`config.mk`:
```
export PLATFORM = sky130hd
export DESIGN_NAME = acq_frame_sequencer
export DESIGN_NICKNAME = d
export VERILOG_FILES = /design/src/rtl/acq_seq_pkg.sv /design/src/rtl/acq_frame_sequencer_timer.sv /design/src/rtl/acq_frame_sequencer.sv
export SDC_FILE = /design/constraint.sdc
export NUM_CORES = 1
export LEC_CHECK = 0
export ABC_AREA = 0
export CAP_MARGIN = 25
export CORE_AREA = 2 2 110 112
export CTS_BUF_LIST = sky130_fd_sc_hd__clkbuf_4 sky130_fd_sc_hd__clkbuf_8
export CTS_CLUSTER_DIAMETER = 200
export DETAILED_ROUTE_END_ITERATION = 12
export DIE_AREA = 0 0 112 114
export GPL_ROUTABILITY_DRIVEN = 0
export PLACE_DENSITY = 0.65
export SLEW_MARGIN = 15
export SYNTH_ARGS = -nofsm -noshare
export SYNTH_HDL_FRONTEND = slang
export SYNTH_SLANG_ARGS = --single-unit
```
`constraint.sdc`:
```
create_clock -name clk -period 2.2 [get_ports clk]
set_input_delay 0.44 -clock clk [delete_from_list [all_inputs] [get_ports clk]]
set_output_delay 0.44 -clock clk [all_outputs]
set_load 0.01 [all_outputs]
```
`src/rtl/acq_seq_pkg.sv`:
```
// acq_seq_pkg
//   Shared definitions for the acquisition frame sequencer: command-word
//   field positions, host opcodes and the sequencer state encoding.
package acq_seq_pkg;

  // Command word layout: opcode in the top nibble, argument below it.
  localparam int OPC_MSB = 15;
  localparam int OPC_LSB = 12;
  localparam int ARG_MSB = 11;
  localparam int ARG_LSB = 0;
  localparam int OPC_W   = OPC_MSB - OPC_LSB + 1;
  localparam int ARG_W   = ARG_MSB - ARG_LSB + 1;

  localparam logic [OPC_W-1:0] OP_NOOP         = 4'd0;
  localparam logic [OPC_W-1:0] OP_START        = 4'd1;
  localparam logic [OPC_W-1:0] OP_STOP         = 4'd2;
  localparam logic [OPC_W-1:0] OP_SET_INTERVAL = 4'd3;
  localparam logic [OPC_W-1:0] OP_SINGLE       = 4'd4;

  typedef enum logic [2:0] {
    IDLE    = 3'd0,
    REQ     = 3'd1,
    RELEASE = 3'd2,
    ARM     = 3'd3,
    ERROR   = 3'd4
  } seq_state_e;

endpackage

```
`src/rtl/acq_frame_sequencer_timer.sv`:
```
// seq_down_timer
//   Loadable down-counter that stops at zero and flags it.
//   clk_i      : clock
//   rst_n_i    : asynchronous active-low reset (counter clears to 0)
//   load_i     : load load_val_i this cycle (has priority over counting)
//   load_val_i : value to load
//   zero_o     : counter currently holds 0
module seq_down_timer #(
  parameter int W = 8
) (
  input  logic         clk_i,
  input  logic         rst_n_i,
  input  logic         load_i,
  input  logic [W-1:0] load_val_i,
  output logic         zero_o
);

  logic [W-1:0] cnt_q;

  always_ff @(posedge clk_i or negedge rst_n_i) begin
    if (!rst_n_i) begin
      cnt_q <= '0;
    end else if (load_i) begin
      cnt_q <= load_val_i;
    end else if (cnt_q != '0) begin
      cnt_q <= cnt_q - W'(1);
    end
  end

  assign zero_o = (cnt_q == '0);

endmodule

```
`src/rtl/acq_frame_sequencer.sv`:
```
// acq_frame_sequencer
//   Decodes host commands and paces frame readouts through the USB
//   controller's start_sending / xfer_done handshake, with a programmable
//   frame count, inter-frame interval and a per-transfer timeout.
//   clk           : system clock
//   reset         : asynchronous active-low reset
//   cmd_data      : host command word (opcode [15:12], argument [11:0])
//   cmd_valid     : one-cycle command strobe
//   xfer_done     : USB controller finished the frame upload
//   start_sending : frame request level (registered)
//   acq_trigger   : one-cycle pulse on each start_sending rise
//   busy          : sequencer active (not IDLE / ERROR)
//   frames_done   : frames completed since the last START / SINGLE
//   timeout_err   : sticky transfer-timeout flag
//   cmd_ignored   : one-cycle pulse when a command is rejected
//
// state   | meaning
// IDLE    | waiting for START / SINGLE
// REQ     | start_sending high, waiting for xfer_done (timeout armed)
// RELEASE | start_sending low, waiting for xfer_done to drop
// ARM     | inter-frame interval countdown
// ERROR   | transfer timed out; waiting for a new START / SINGLE
module acq_frame_sequencer
  import acq_seq_pkg::*;
#(
  parameter int CMD_W          = 16,
  parameter int COUNT_W        = 12,
  parameter int INTERVAL_SHIFT = 8,
  parameter int TIMEOUT_CYCLES = 1048576
) (
  input  logic               clk,
  input  logic               reset,
  input  logic [CMD_W-1:0]   cmd_data,
  input  logic               cmd_valid,
  input  logic               xfer_done,
  output logic               start_sending,
  output logic               acq_trigger,
  output logic               busy,
  output logic [COUNT_W-1:0] frames_done,
  output logic               timeout_err,
  output logic               cmd_ignored
);

  localparam int TMO_W = $clog2(TIMEOUT_CYCLES + 1);
  localparam int IVL_W = ARG_W + INTERVAL_SHIFT;

  seq_state_e         state_q, state_d;
  logic [COUNT_W-1:0] count_q, count_d;
  logic [COUNT_W-1:0] frames_q, frames_d;
  logic [ARG_W-1:0]   interval_q, interval_d;
  logic               stop_q, stop_d;
  logic               terr_q, terr_d;
  logic               ign_q, ign_d;
  logic               ss_q;
  logic               trig_q;

  logic [OPC_W-1:0]   opc;
  logic [ARG_W-1:0]   arg;
  logic               cmd_start;
  logic               cmd_stop;
  logic               tmo_load, tmo_zero;
  logic               ivl_load, ivl_zero;
  logic [IVL_W-1:0]   ivl_span;
  logic [IVL_W-1:0]   ivl_load_val;

  assign opc       = cmd_data[OPC_MSB:OPC_LSB];
  assign arg       = cmd_data[ARG_MSB:ARG_LSB];
  assign cmd_start = cmd_valid && ((opc == OP_START) || (opc == OP_SINGLE));
  assign cmd_stop  = cmd_valid && (opc == OP_STOP);

  // Both timers are loaded one below the span and the FSM leaves on zero,
  // so the dwell is exactly the span (and a zero interval still costs one
  // ARM cycle).
  assign tmo_load     = (state_d == REQ) && (state_q != REQ);
  assign ivl_load     = (state_d == ARM) && (state_q != ARM);
  assign ivl_span     = {interval_q, {INTERVAL_SHIFT{1'b0}}};
  assign ivl_load_val = (ivl_span == '0) ? '0 : ivl_span - IVL_W'(1);

  seq_down_timer #(.W(TMO_W)) u_tmo_timer (
    .clk_i      (clk),
    .rst_n_i    (reset),
    .load_i     (tmo_load),
    .load_val_i (TMO_W'(TIMEOUT_CYCLES - 1)),
    .zero_o     (tmo_zero)
  );

  seq_down_timer #(.W(IVL_W)) u_ivl_timer (
    .clk_i      (clk),
    .rst_n_i    (reset),
    .load_i     (ivl_load),
    .load_val_i (ivl_load_val),
    .zero_o     (ivl_zero)
  );

  always_comb begin
    state_d    = state_q;
    count_d    = count_q;
    frames_d   = frames_q;
    interval_d = interval_q;
    stop_d     = stop_q;
    terr_d     = terr_q;
    ign_d      = 1'b0;

    if (cmd_valid) begin
      case (opc)
        OP_NOOP, OP_START, OP_STOP, OP_SINGLE: ;
        OP_SET_INTERVAL: interval_d = arg;
        default:         ign_d = 1'b1;
      endcase
    end

    case (state_q)
      IDLE, ERROR: begin
        if (cmd_start) begin
          // A frame cannot be requested while the controller still holds
          // xfer_done from an earlier transfer.
          if (xfer_done) begin
            ign_d = 1'b1;
          end else begin
            state_d  = REQ;
            frames_d = '0;
            count_d  = (opc == OP_SINGLE) ? COUNT_W'(1) : COUNT_W'(arg);
            terr_d   = 1'b0;
            stop_d   = 1'b0;
          end
        end
      end
      REQ: begin
        if (cmd_start) ign_d = 1'b1;
        if (cmd_stop)  stop_d = 1'b1;
        if (xfer_done) begin
          state_d  = RELEASE;
          frames_d = frames_q + COUNT_W'(1);
        end else if (tmo_zero) begin
          state_d = ERROR;
          terr_d  = 1'b1;
          stop_d  = 1'b0;
        end
      end
      RELEASE: begin
        if (cmd_start) ign_d = 1'b1;
        if (cmd_stop)  stop_d = 1'b1;
        if (!xfer_done) begin
          if (stop_q || cmd_stop ||
              ((count_q != '0) && (frames_q == count_q))) begin
            state_d = IDLE;
            stop_d  = 1'b0;
          end else begin
            state_d = ARM;
          end
        end
      end
      ARM: begin
        if (cmd_start) ign_d = 1'b1;
        if (cmd_stop) begin
          state_d = IDLE;
          stop_d  = 1'b0;
        end else if (ivl_zero) begin
          state_d = REQ;
        end
      end
      default: state_d = IDLE;
    endcase
  end

  always_ff @(posedge clk or negedge reset) begin
    if (!reset) begin
      state_q    <= IDLE;
      count_q    <= '0;
      frames_q   <= '0;
      interval_q <= '0;
      stop_q     <= 1'b0;
      terr_q     <= 1'b0;
      ign_q      <= 1'b0;
      ss_q       <= 1'b0;
      trig_q     <= 1'b0;
    end else begin
      state_q    <= state_d;
      count_q    <= count_d;
      frames_q   <= frames_d;
      interval_q <= interval_d;
      stop_q     <= stop_d;
      terr_q     <= terr_d;
      ign_q      <= ign_d;
      ss_q       <= (state_d == REQ);
      trig_q     <= (state_d == REQ) && (state_q != REQ);
    end
  end

  assign start_sending = ss_q;
  assign acq_trigger   = trig_q;
  assign busy          = (state_q != IDLE) && (state_q != ERROR);
  assign frames_done   = frames_q;
  assign timeout_err   = terr_q;
  assign cmd_ignored   = ign_q;

endmodule
```
# Yosys cells after proc, flatten, opt, wreduce, memory -nomap -nowiden
# Cells that the tools add are included.
dict set report classes {
  n_addsub 4
  eq_ne 20
  muxes 37
  bitwise 1
  reduce_logical 30
}
# cell n
set op_table {}
lappend op_table {{20-bit two-way mux} 3}
lappend op_table {{12-bit two-way mux} 4}
lappend op_table {{21-bit two-way mux} 2}
lappend op_table {{20-bit zero test} 2}
lappend op_table {{20-bit by 1-bit subtractor with 20-bit output (second input constant)} 2}
lappend op_table {{12-bit case mux with 2 select lines} 1}
lappend op_table {{21-bit zero test} 1}
lappend op_table {{3-bit two-way mux} 7}
lappend op_table {{21-bit nonzero test} 1}
lappend op_table {{21-bit by 1-bit subtractor with 21-bit output (second input constant)} 1}
lappend op_table {{20-bit nonzero test} 1}
lappend op_table {{1-bit two-way mux} 15}
lappend op_table {{12-bit by 1-bit adder with 12-bit output (second input constant)} 1}
lappend op_table {{12-bit equality test} 1}
lappend op_table {{2-bit != test (second input constant)} 6}
lappend op_table {{3-bit case mux with 4 select lines} 1}
lappend op_table {{12-bit nonzero test} 1}
lappend op_table {{3-bit by 2-bit equality test with 1-bit output (second input constant)} 3}
lappend op_table {{4-bit by 2-bit equality test with 1-bit output (second input constant)} 2}
lappend op_table {{4-bit AND reduction} 2}
lappend op_table {{3-bit by 1-bit equality test with 1-bit output (second input constant)} 2}
lappend op_table {{1-bit logical AND} 6}
lappend op_table {{2-bit nonzero test} 3}
lappend op_table {{5-bit AND reduction} 1}
lappend op_table {{other kinds (20)} 23}
dict set report totals {
  regBits 85
  inputBits 20
  output_inout_bits 17
  elab_cells 103
}

# Longest topological paths before layout
dict set report logic_depth {
  word_depth 10
  ltp_mapped 9
  ltp_nobuf 9
}

# Hierarchy
# From an unflattened synthesis, not the netlist that was laid out.
dict set report hier_totals {
  hier_cells 513
  area_unflattened_um2 4917.2
}
# mod instances cells_per_inst area_each_um2 seq_area_each_um2
set modules_own_cells {}
lappend modules_own_cells {acq_frame_sequencer 1 265 2502.4 1101.1}
lappend modules_own_cells {{seq_down_timer at u_tmo_timer} 1 125 1212.4 525.5}
lappend modules_own_cells {{seq_down_timer at u_ivl_timer} 1 123 1202.4 500.5}

# Least setup slack after synthesis
# Ideal clock, no wire load.
dict set report synth_path {
  path_kind {flip-flop to flip-flop}
  start {reg interval_q[0]}
  end {reg u_ivl_timer.cnt_q[0]}
  setup_time_ns 0.136
  arrival_time_ns 2.157
  required_ns 2.064
  setup_slack_ns -0.093
  stages_incl_launch_ff 10
  n_path_buf 1
  period_less_slack_ns 2.293
  path_cell_list {dfrtp_1 > inv_1 > ha_1 > nor3b_1 > nand2_1 > or3_1 > or3_1 > clkbuf_1 > nand2_1 > o21ai_0}
}
dict set report synth_between {
  elab_chain_len 3
}
# element line
set synth_rtl {}
lappend synth_rtl {{from (decl)} acq_frame_sequencer.sv:50} ;# logic [ARG_W-1:0] interval_q, interval_d;
lappend synth_rtl {{from (signal assigned)} acq_frame_sequencer.sv:181} ;# interval_q <= interval_d;
lappend synth_rtl {{20-bit zero test} acq_frame_sequencer.sv:77} ;# assign ivl_load_val = (ivl_span == '0) ? '0 : ivl_span - IVL_W'(1);
lappend synth_rtl {{20-bit two-way mux} acq_frame_sequencer.sv:77}
lappend synth_rtl {{20-bit two-way mux} acq_frame_sequencer_timer.sv:23} ;# end else if (load_i) begin
lappend synth_rtl {{to (signal assigned)} acq_frame_sequencer_timer.sv:24} ;# cnt_q <= load_val_i;
lappend synth_rtl {{to (signal assigned)} acq_frame_sequencer_timer.sv:26} ;# cnt_q <= cnt_q - W'(1);
lappend synth_rtl {{to (decl)} acq_frame_sequencer_timer.sv:18} ;# logic [W-1:0] cnt_q;
# No other way between the ends.
# A chain may end at the register's enable or synchronous reset.

# Final worst setup path
dict set report layout_path {
  start {reg u_tmo_timer.cnt_q[11]}
  end {reg u_tmo_timer.cnt_q[19]}
}
dict set report layout_between {
  elab_chain_len 7
  elab_cells_between_ends 11
  classes_between {1 x add/sub; 1 x eq/ne; 5 x mux; 4 x reduce/logical}
}
# element line
set layout_rtl {}
lappend layout_rtl {{from (decl)} acq_frame_sequencer_timer.sv:18}
lappend layout_rtl {{from (signal assigned)} acq_frame_sequencer_timer.sv:24}
lappend layout_rtl {{from (signal assigned)} acq_frame_sequencer_timer.sv:26}
lappend layout_rtl {{21-bit zero test} acq_frame_sequencer_timer.sv:30} ;# assign zero_o = (cnt_q == '0);
lappend layout_rtl {{3-bit two-way mux} acq_frame_sequencer.sv:134} ;# end else if (tmo_zero) begin
lappend layout_rtl {{3-bit two-way mux} acq_frame_sequencer.sv:131} ;# if (xfer_done) begin
lappend layout_rtl {{3-bit case mux with 4 select lines} acq_frame_sequencer.sv:112} ;# case (state_q)
lappend layout_rtl {{3-bit by 1-bit equality test with 1-bit output} acq_frame_sequencer.sv:74} ;# assign tmo_load = (state_d == REQ) && (state_q != REQ);
lappend layout_rtl {{1-bit logical AND} acq_frame_sequencer.sv:74}
lappend layout_rtl {{21-bit two-way mux / 2-bit nonzero test (equally long branches)} n/a}
# Several ways; a longest one is shown, not always the timed one. The select of a mux whose other input is x is not followed.

==> results.py <==
metrics = {
    "placed_design": {
        "pre_cts_ws_ns": -0.4714,
        "numPortBuffers": 36,
        "place_hpwl_um": 7652,
        "dpl_cell_area_um2": 5562,
    },
    "finish": {
        "layout-drive-gt1-share_pct": 26.22,
        "fillCellCount": 1062,
        "multi_input_area_um2": 2439,
        "area_growth_pct": 33.45,
        "seqCellArea_um2": 2128,
        "final_area_um2": 6035,
        "final_util_pct": 51.53,
        "n_antenna_cell": 0,
        "layout_common_cells": "dfrtp_1, buf_4, nand2_1, nor2_1, xor2_1",
        "final_common_cell": "dfrtp_1",
        "nets": 598,
    },
    "synthesis": {
        "synth_nets": 490,
        "syn_area_um2": 4522,
        "ys_warn_count": 0,
        "syn_inst": 466,
        "synth_cell_types": 55,
        "synth_edf_count": 0,
        "syn_avg_cell_area_um2": 9.704,
        "synth_async_sr_flop_share_pct": 100.0,
        "ys_seq_area_share_pct": 47.04,
        "ys_ff_latch": 85,
        "synth-main-ff-cell": "dfrtp_1",
    },
    "worst_setup_path": {
        "path_class": "flop to flop",
        "critPathLaunchType": "flop",
        "cp-startpoint": "u_tmo_timer.cnt_q[11]$_DFFE_PN0P_",
        "worstSetupPathDepth": 9,
        "crit_path_end_kind": "flop",
        "rrSetupSlack_ns": -0.06,
        "crit_fanout": 4,
        "critPathArrivalTime_ns": 2.52,
        "path_cells": "or4_4 > nor4_4 > and3_4 > o211ai_1 > nand4_1 > buf_6 > buf_12 > inv_4 > a211o_1",
        "cpLargestDelayFamily": "simple AND/OR/NAND/NOR gates",
        "slowest_delay_ns": 0.57,
        "slowest_stage": "or4_4",
        "crit_end": "u_tmo_timer.cnt_q[19]$_DFFE_PN0P_",
        "reg2reg_depth": 9,
        "crit_required_ns": 2.45,
        "regToRegEndpoint": "u_tmo_timer.cnt_q[19]$_DFFE_PN0P_",
        "crit_buf_inv": 3,
        "r2r-start": "u_tmo_timer.cnt_q[11]$_DFFE_PN0P_",
    },
    "clock_tree": {
        "cts_max_level": 3,
        "cts_buffers": 9,
        "hold_buffers": 0,
        "numClockSinks": 85,
        "root_buffer": "clkbuf_8",
        "clock_tree.buffer_depth": 2,
        "clock_latency_ns": 0.36,
        "clk_pin_slew_worst_paths_ns": 0.08,
        "cts_tree": "done",
    },
    "power": {
        "combinationalPowerShare_pct": 41.3,
        "power.leakage_uw": 0.002564,
        "p_sw_uw": 2189,
        "power_density_nw_per_um2": 1030,
        "totalPowerFinal_uw": 6214,
        "pwr-share-clk_pct": 17.7,
        "ir_worst_vdd_mv": 0.5504,
        "p_seq_share_pct": 41.0,
        "p_int_uw": 4026,
        "sw_frac_of_total_pct": 35.22,
    },
    "timing": {
        "rsz0062_at_grt": "true",
        "worstMarginPinSlew_ns": 0.6164,
        "setup_viol": 15,
        "hold_viol": 0,
        "maxSlewViolCount": 0,
        "fin_crit_sh_pct": 102.9,
        "clock_skew_ns": 0.003978,
        "max_slew_margin_pct": 58.91,
        "hold_ws_ns": 0.08970,
        "fin_crit_ns": 2.265,
        "clock.fmax_ghz": 0.4415,
        "finalWorstSetupSlack_ns": -0.06485,
    },
    "floorplan": {
        "fp.dieH_um": 114,
        "rows": 40,
        "start_util_pct": 38.61,
        "dieArea_um2": 12770,
        "core_area_um2": 11710,
        "io_pins": 37,
        "dieWidth_um": 112,
    },
    "grt": {
        "grt_usage_pct": 17.86,
        "grt_pass1_vias": 3931,
        "antenna_found_initial": 0,
        "grt_overflow": 0,
        "grt_start_max_net_pins": 47,
        "grt_first_pass_wirelength_um": 18490,
    },
    "job": {
        "max_cap_viol_count": 0,
    },
    "detailed_routing": {
        "drt_first_pass_iters": 4,
        "route.detailed.drc": 0,
        "num_vias": 3827,
        "drt_iter0_drc": 220,
        "postRouteAntennaNets": 0,
        "wl_per_cell_um": 15.19,
        "wirelength_um": 10980,
        "viasPerCell": 5.293,
    },
    "min_path": {
        "worstHoldPathType": "primary input to async pin",
    },
    "outcome": {
        "run_status": "finished with violations",
        "violations": "setup timing",
    },
}
what timing repair did:
item / in CTS / in global routing
cloned: 3 / 0
hold endpoints to repair: 0 / 0
endpoints found under the setup margin: 45 / 36
pin swaps: 11 / 10
setup buffers: 3 / 2
gates resized for setup: 33 / 21
stage by stage:
stage / setup TNS (ns) / instances
after floorplan: 0 / 466
after global placement: -17.15 / 702
after CTS: -0.1373 / 721
final: -0.2020 / 723
after global routing: -1.612 / 723
after detailed placement: -19.98 / 702
per-layer routing:
metal  track usage (%)  wire length, um
met5                 0                0
met4             5.366               97
met3             3.985              333
met2             30.59             5614
met1             22.82             4935
state kept, by name (all words and copies together), names as in the netlist:
name and flops:
cmd_ignored 1, interval_q 12, start_sending 1, u_tmo_timer.cnt_q 21
state_q 3, acq_trigger 1, u_ivl_timer.cnt_q 20, count_q 12
frames_done 12, stop_q 1, timeout_err 1
cells by family (layout without fill, tap and decap cells):
family / after synthesis / in the layout / share of synthesized area (%)
compound gates: 78 / 78 / 10.74
fa+ha+maj: 4 / 4 / 1.107
mux: 16 / 16 / 3.929
simple gates: 198 / 198 / 23.74
buf+inv: 29 / 139 / 2.601
flops: 85 / 85 / 47.04
xor+xnor: 56 / 56 / 10.85
power groups by stage:
stage / clock network, uW / registers (uW) / logic, uW
finish: 1100 / 2550 / 2570
global route: 1200 / 2610 / 2840
CTS: 1130 / 2540 / 2430
detailed placement: 0 / 2550 / 2150
global placement: 0 / 2530 / 2070
floorplan: 0 / 2480 / 1310
how the worst min path moves through the flow:
stage / cells past startpoint / to / slack [ns] / from
final: 1 / u_ivl_timer.cnt_q[2]$_DFFE_PN0P_ / 0.09 / reset
after global routing: 1 / u_ivl_timer.cnt_q[1]$_DFFE_PN0P_ / 0.13 / reset
after CTS: 1 / u_tmo_timer.cnt_q[10]$_DFFE_PN0P_ / 0.10 / reset
after detailed placement: 1 / u_ivl_timer.cnt_q[2]$_DFFE_PN0P_ / 0.50 / reset
after global placement: 1 / stop_q$_DFFE_PN0P_ / 0.48 / stop_q$_DFFE_PN0P_
after floorplan: 0 / acq_trigger$_DFF_PN0_ / 0.14 / reset
cell type report:
| class | count | share of cell area [%] |
|---|---|---|
| clock buffer | 11 | 2.509 |
| clock inverter | 2 | 0.5806 |
| inverter | 13 | 0.8501 |
| multi-input combinational | 352 | 40.41 |
| sequential | 85 | 35.27 |
| tap | 147 | 3.048 |
| timing repair buffer | 113 | 17.33 |
synthesized netlist by cell type (4+ instances only):
library cell   n  area share, %
a21oi_1       13            1.4
buf_2          4           0.44
clkbuf_1       8           0.66
dfrtp_1       85             47
ha_1           4            1.1
inv_1         13            1.1
mux2_2        14            3.5
nand2_1       48            4.0
nand2b_1       7           0.97
nand3_1       24            2.7
nand4_1        5           0.69
nor2_1        33            2.7
nor3_1        18            2.0
nor4_1        17            2.4
o211ai_1       5           0.83
o21ai_0       35            3.9
o31ai_1        4           0.66
or2_2          6           0.83
or3_1         10            1.4
or4_4          5            1.2
xnor2_1       24            4.6
xor2_1        32            6.2
No activity file was read; power rests on OpenSTA's default activity.
